## config.mk

```make
export PLATFORM = sky130hd
export DESIGN_NAME = alu_seq
export DESIGN_NICKNAME = d
export VERILOG_FILES = /design/src/rtl/alu_seq.sv
export SDC_FILE = /design/constraint.sdc
export NUM_CORES = 1
export LEC_CHECK = 0
export ABC_AREA = 1
export CORE_MARGIN = 2
export CORE_UTILIZATION = 50
export CTS_CLUSTER_DIAMETER = 50
export DETAILED_ROUTE_END_ITERATION = 7
export HOLD_SLACK_MARGIN = 0.15
export PLACE_DENSITY_LB_ADDON = 0.2
export SLEW_MARGIN = 40
export SYNTH_ARGS = -nofsm -noshare
export SYNTH_HDL_FRONTEND = slang
export SYNTH_SLANG_ARGS = --single-unit
```

## constraint.sdc

```tcl
create_clock -name clk -period 2.1 [get_ports clk]
set_input_delay 0.315 -clock clk [delete_from_list [all_inputs] [get_ports clk]]
set_output_delay 0.315 -clock clk [all_outputs]
set_load 0.03 [all_outputs]
```

## src/rtl/alu_seq.sv

```systemverilog
// alu_seq: handshaked, multi-cycle 3-bit ALU.
// One request is accepted on the in_valid/in_ready port. Its result is returned
// on the out_valid/out_ready port. add/sub/and/or/xor and divide-by-zero finish
// in one cycle. mul (shift-add) and div/mod (restoring, MSB first) iterate for
// DATA_WIDTH cycles.
module alu_seq #(
  parameter int DATA_WIDTH = 3
) (
  input  logic                        clk,
  input  logic                        rst_n,
  input  logic                        in_valid,
  output logic                        in_ready,
  input  logic [2:0]                  sel,
  input  logic [DATA_WIDTH-1:0]       in0,
  input  logic [DATA_WIDTH-1:0]       in1,
  output logic                        out_valid,
  input  logic                        out_ready,
  output logic signed [2*DATA_WIDTH:0] out
);

  localparam int RW = 2*DATA_WIDTH + 1;
  localparam int CW = $clog2(DATA_WIDTH + 1);
  localparam logic [CW-1:0] LAST = CW'(DATA_WIDTH - 1);

  typedef enum logic [1:0] {IDLE, MUL, DIV, DONE} state_t;

  state_t                state;
  logic [2:0]            op_sel;
  logic [CW-1:0]         count;
  logic [RW-1:0]         mcand;   // A shifted left once per MUL step
  logic [DATA_WIDTH-1:0] mplier;  // B shifted right once per MUL step
  logic [RW-1:0]         acc;
  logic [DATA_WIDTH-1:0] dvd;     // dividend, MSB consumed first
  logic [DATA_WIDTH-1:0] dvs;
  logic [DATA_WIDTH-1:0] rem;
  logic [DATA_WIDTH-1:0] quo;

  logic [RW-1:0]         ext_a, ext_b, fast_res;
  logic [RW-1:0]         acc_nxt;
  logic [DATA_WIDTH:0]   trial, diff;
  logic                  ge;
  logic [DATA_WIDTH-1:0] rem_nxt, quo_nxt;

  // Handshake flags are pure state decodes: no input-to-output path.
  assign in_ready  = (state == IDLE);
  assign out_valid = (state == DONE);

  assign ext_a = {{(RW-DATA_WIDTH){1'b0}}, in0};
  assign ext_b = {{(RW-DATA_WIDTH){1'b0}}, in1};

  // Single-cycle results. These are formed from the request at the accept
  // edge, which is the same value the captured operands would give.
  always_comb begin
    // NOTE: every always_comb output gets a default first so no latch is inferred.
    fast_res = '0;
    case (sel)
      3'd0:    fast_res = ext_a + ext_b;
      3'd1:    fast_res = ext_a - ext_b;
      3'd4:    fast_res = ext_a & ext_b;
      3'd5:    fast_res = ext_a | ext_b;
      3'd6:    fast_res = ext_a ^ ext_b;
      default: fast_res = '0;
    endcase
  end

  // One shift-add step and one restoring-division step.
  always_comb begin
    acc_nxt = acc + (mplier[0] ? mcand : '0);
    trial   = {rem, dvd[DATA_WIDTH-1]};
    diff    = trial - {1'b0, dvs};
    ge      = (trial >= {1'b0, dvs});
    rem_nxt = ge ? diff[DATA_WIDTH-1:0] : trial[DATA_WIDTH-1:0];
    quo_nxt = quo << 1;
    quo_nxt[0] = ge;
  end

  // Control FSM and datapath registers. The last iteration writes out directly,
  // so DONE is reached DATA_WIDTH edges after accept.
  always_ff @(posedge clk or negedge rst_n) begin
    if (!rst_n) begin
      state  <= IDLE;
      op_sel <= '0;
      count  <= '0;
      mcand  <= '0;
      mplier <= '0;
      acc    <= '0;
      dvd    <= '0;
      dvs    <= '0;
      rem    <= '0;
      quo    <= '0;
      out    <= '0;
    end else begin
      // NOTE: state is updated with non-blocking assignments so every register
      // samples the pre-edge values, independent of statement order.
      case (state)
        IDLE: begin
          if (in_valid) begin
            op_sel <= sel;
            count  <= '0;
            case (sel)
              3'd2: begin
                mcand  <= ext_a;
                mplier <= in1;
                acc    <= '0;
                state  <= MUL;
              end
              3'd3, 3'd7: begin
                if (in1 == '0) begin
                  out   <= '0;
                  state <= DONE;
                end else begin
                  dvd   <= in0;
                  dvs   <= in1;
                  rem   <= '0;
                  quo   <= '0;
                  state <= DIV;
                end
              end
              default: begin
                out   <= fast_res;
                state <= DONE;
              end
            endcase
          end
        end
        MUL: begin
          if (count == LAST) begin
            out   <= acc_nxt;
            state <= DONE;
          end else begin
            acc    <= acc_nxt;
            mcand  <= mcand << 1;
            mplier <= mplier >> 1;
            count  <= count + CW'(1);
          end
        end
        DIV: begin
          if (count == LAST) begin
            out   <= (op_sel == 3'd3) ? {{(RW-DATA_WIDTH){1'b0}}, quo_nxt}
                                      : {{(RW-DATA_WIDTH){1'b0}}, rem_nxt};
            state <= DONE;
          end else begin
            rem   <= rem_nxt;
            quo   <= quo_nxt;
            dvd   <= dvd << 1;
            count <= count + CW'(1);
          end
        end
        DONE: begin
          if (out_ready) state <= IDLE;
        end
        default: state <= IDLE;
      endcase
    end
  end

endmodule

```

==> flow_summary_export.csv <==
group,metric,value,unit
synth,async_flop_share,100,%
hold_path,hold_class,"reg -> reg",
synth,synthXorXnorAreaFrac,0.588,%
routing,routed_via_density,4.95,
critical_path,path_common_cell,"nand2_1",
sta,final-setup-viol-count,0,
cts,clk_latency,0.31,ns
hold_path,min_path_cells,2,
pwr,ir_drop,1030,uV
critical_path,cpLargestDelayFamily,"simple AND/OR/NAND/NOR gates",
finish,synthToLayoutAreaGrowth,17.2,%
global_route,grt_overflow,0,
routing,drtAntennaViolNets,0,
global_route,grt_antenna_before_repair,0,
sta,min_period,1.92,ns
synth,yosys.area_share.adder,12.8,%
pwr,p_leak,1.89,nW
floorplanning,num_rows,28,
sta,slew_headroom,64.9,%
placed_design,place.gp.congestion,0.893,
placed_design,hpwl,5350,um
synth,synth_compound_area_share,12.1,%
critical_path,path_cells,"inv_1, ha_1, inv_1, fa_1, nand2_2, nand3_2, nand2_1, nand3_1, nand2_1, nand2_1, nand2_1, a21oi_1",
routing,drc,0,
sta,finClkSkew,0.00609,ns
finish,drive_gt1_share,11.5,%
floorplanning,die_area,0.00659,mm^2
finish,antenna_cells_inserted,0,
synth,synth_top_area_share,35.3,%
placed_design,pre_cts_ws,-0.129,ns
synth,synthCells,402,
synth,ys_ff_latch,42,
synth,synth_largest_area_cell,"dfrtp_1",
critical_path,critical_path_class,"reg -> reg",
synth,ys.flop_type,"dfrtp_1",
sta,drv_slew,0,
cts,htreeDepth,2,
outcome,outcome,"finished, final reports clean",
sta,finalCritPeriodShare,91.3,%
routing,num_vias,2570,
critical_path,crit_path_start_kind,"flop",
cts,cts_root_buf,"clkbuf_8",
synth,synth_edf_count,0,
sta,rsz0062_at_grt,"false",
critical_path,crit_fanout,5,
routing,wirelength,6920,um
synth,synth_top_family_by_area,"simple AND/OR/NAND/NOR gates",
global_route,track_usage,23.7,%
finish,layout_common_cells,"nand2_1, inv_1, dfrtp_1",
synth,synth_cell_types,36,
synth,synthMuxAreaShare,0.378,%
critical_path,crit_path_end_kind,"flop",
global_route,grt_max_degree,43,
floorplanning,fp.dieW,81.2,um
sta,tightest_slew,0.527,ns
cts,cts_num_sinks,42,
synth,syn-num-nets,443,
floorplanning,ios,22,
critical_path,cp_num_buf_inv,2,
floorplanning,chipHeight,81.2,um
sta,whs,0.488,ns
floorplanning,core_area,0.00585,mm^2
placed_design,port_buffers,21,
global_route,grt_pass1_vias,2514,
floorplanning,start_util,50.9,%
sta,max_freq,0.522,GHz
cts,cts_buffers,5,
critical_path,cp.depth,12,
finish,nFillCells,515,
synth,ys.warnings.count,0,
placed_design,placed_area,0.00337,mm^2
pwr,p_per_area,1410,mW/mm^2
finish,nets,484,
cts,clkTransAtPathRegs,0.08,ns
routing,drtIter0Drc,154,
synth,synth-simple-area-share,27.8,%
critical_path,worst_ep_arrival_time,2.10,ns
finish,final_common_cell,"nand2_1",
global_route,grt_pass1_wl,11900,um
synth,seq_area_frac_synth,35.3,%
flow_run,maxCapViolations,0,
critical_path,cp.required,2.29,ns
routing,post_drt_wl_per_cell,13.3,um
sta,setup_tns,0,ns
synth,synth_area,0.00298,mm^2
sta,fin_ws,0.184,ns
cts,cts_tree,"done",
synth,avgSynthCellArea,7.41,um^2
critical_path,ff2ff_path_depth,12,
sta,hold_viol_final,0,
critical_path,critPathSlowestCell,"fa_1",
synth,synthTopCellsByArea,"dfrtp_1, nand2_1, ha_1, inv_1, nand3_1",
cts,cts_max_path_buffers,2,
routing,drt-pass1-iter-count,4,
finish,finalInstanceArea,0.00349,mm^2
critical_path,max_stage_delay,0.41,ns
==> worst paths after layout <==
kind / from / endpoint / slack [ns]
min: mplier[2]$_DFFE_PN0P_ / mplier[2]$_DFFE_PN0P_ / 0.49
max reg2reg: dvd[2]$_DFFE_PN0P_ / out[2]$_DFFE_PN0P_ / 0.18
max: dvd[2]$_DFFE_PN0P_ / out[2]$_DFFE_PN0P_ / 0.18
min in group asynchronous: rst_n / rem[0]$_DFFE_PN0P_ / 0.59
max in group asynchronous: rst_n / op_sel[0]$_DFFE_PN0P_ / 1.14
min reg2reg: mplier[2]$_DFFE_PN0P_ / mplier[2]$_DFFE_PN0P_ / 0.49
==> layout make-up <==
| class | count | area [um^2] | share of cell area, % |
|---|---|---|---|
| clock buffers | 7 | 76.3 | 2.19 |
| well taps | 75 | 93.8 | 2.69 |
| repair buffers | 45 | 387 | 11.1 |
| flip-flops and latches | 42 | 1050 | 30.1 |
| clock inverters | 1 | 30.0 | 0.860 |
| multi-input cells | 283 | 1610 | 46.0 |
| inverters | 66 | 248 | 7.09 |
==> worst register-to-register path, stage by stage (launching register included) <==
cell,delay [ns]
dfrtp_1,0.38
inv_1,0.07
ha_1,0.14
inv_1,0.05
fa_1,0.41
nand2_2,0.12
nand3_2,0.13
nand2_1,0.11
nand3_1,0.08
nand2_1,0.08
nand2_1,0.08
nand2_1,0.07
a21oi_1,0.06
==> stage by stage <==
step	utilization [%]	total power, mW	std cells
5_1_grt	59.7	5.41	519
4_1_cts	59.5	4.90	519
2_1_floorplan	-	3.45	402
6_report	59.7	4.93	519
3_5_place_dp	57.5	4.24	510
3_3_place_gp	57.5	4.16	510
==> logic make-up (layout without fill, tap and decap cells) <==
kind of cell,count (synthesis),count (layout)
AND/OR/NAND/NOR,192,192
buffers and inverters,77,119
XOR/XNOR,2,2
adder cells (fa/ha/maj),28,28
flip-flops,42,42
multiplexers,1,1
AO/OA/AOI/OAI,60,60
==> repair_timing <==
action | CTS | global route
endpoints found under the hold margin | 42 | 0
resized for setup | 1 | 3
buffers inserted | 0 | 0
hold buffers | 1 | 0
setup endpoints to repair | 1 | 19
==> registers in the layout (all words and copies together) (netlist names) <==
name    cells
dvs         3
count       2
mplier      3
dvd         3
rem         3
state       2
mcand       7
op_sel      3
quo         2
acc         7
out         7
==> cell usage after synthesis (4+ instances only) <==
master and number:
inv_2 4, o21ai_1 5, ha_1 24, o211ai_1 4
nand4_1 10, a21oi_1 15, nor2_1 30, dfrtp_1 42
o21ai_0 20, buf_6 4, nand2_1 110, nand3_1 31
fa_1 4, buf_2 4, inv_1 61
==> power by group <==
part | leakage, nW | internal [mW] | switching (mW)
clock | 0.0524 | 0.356 | 0.290
combinational | 1.30 | 1.10 | 1.85
sequential | 0.536 | 1.14 | 0.191
total | 1.89 | 2.60 | 2.33
==> routing by layer <==
| layer | vias to the layer above | routed length (um) | track usage, % |
|---|---|---|---|
| met1 | 1160 | 3340 | 31.8 |
| met5 | - | 0 | 0 |
| li1 | 1367 | - | - |
| met4 | 0 | 78 | 5.25 |
| met2 | 35 | 3290 | 39.6 |
| met3 | 8 | 215 | 5.00 |
No activity file was read; power rests on OpenSTA's default activity.
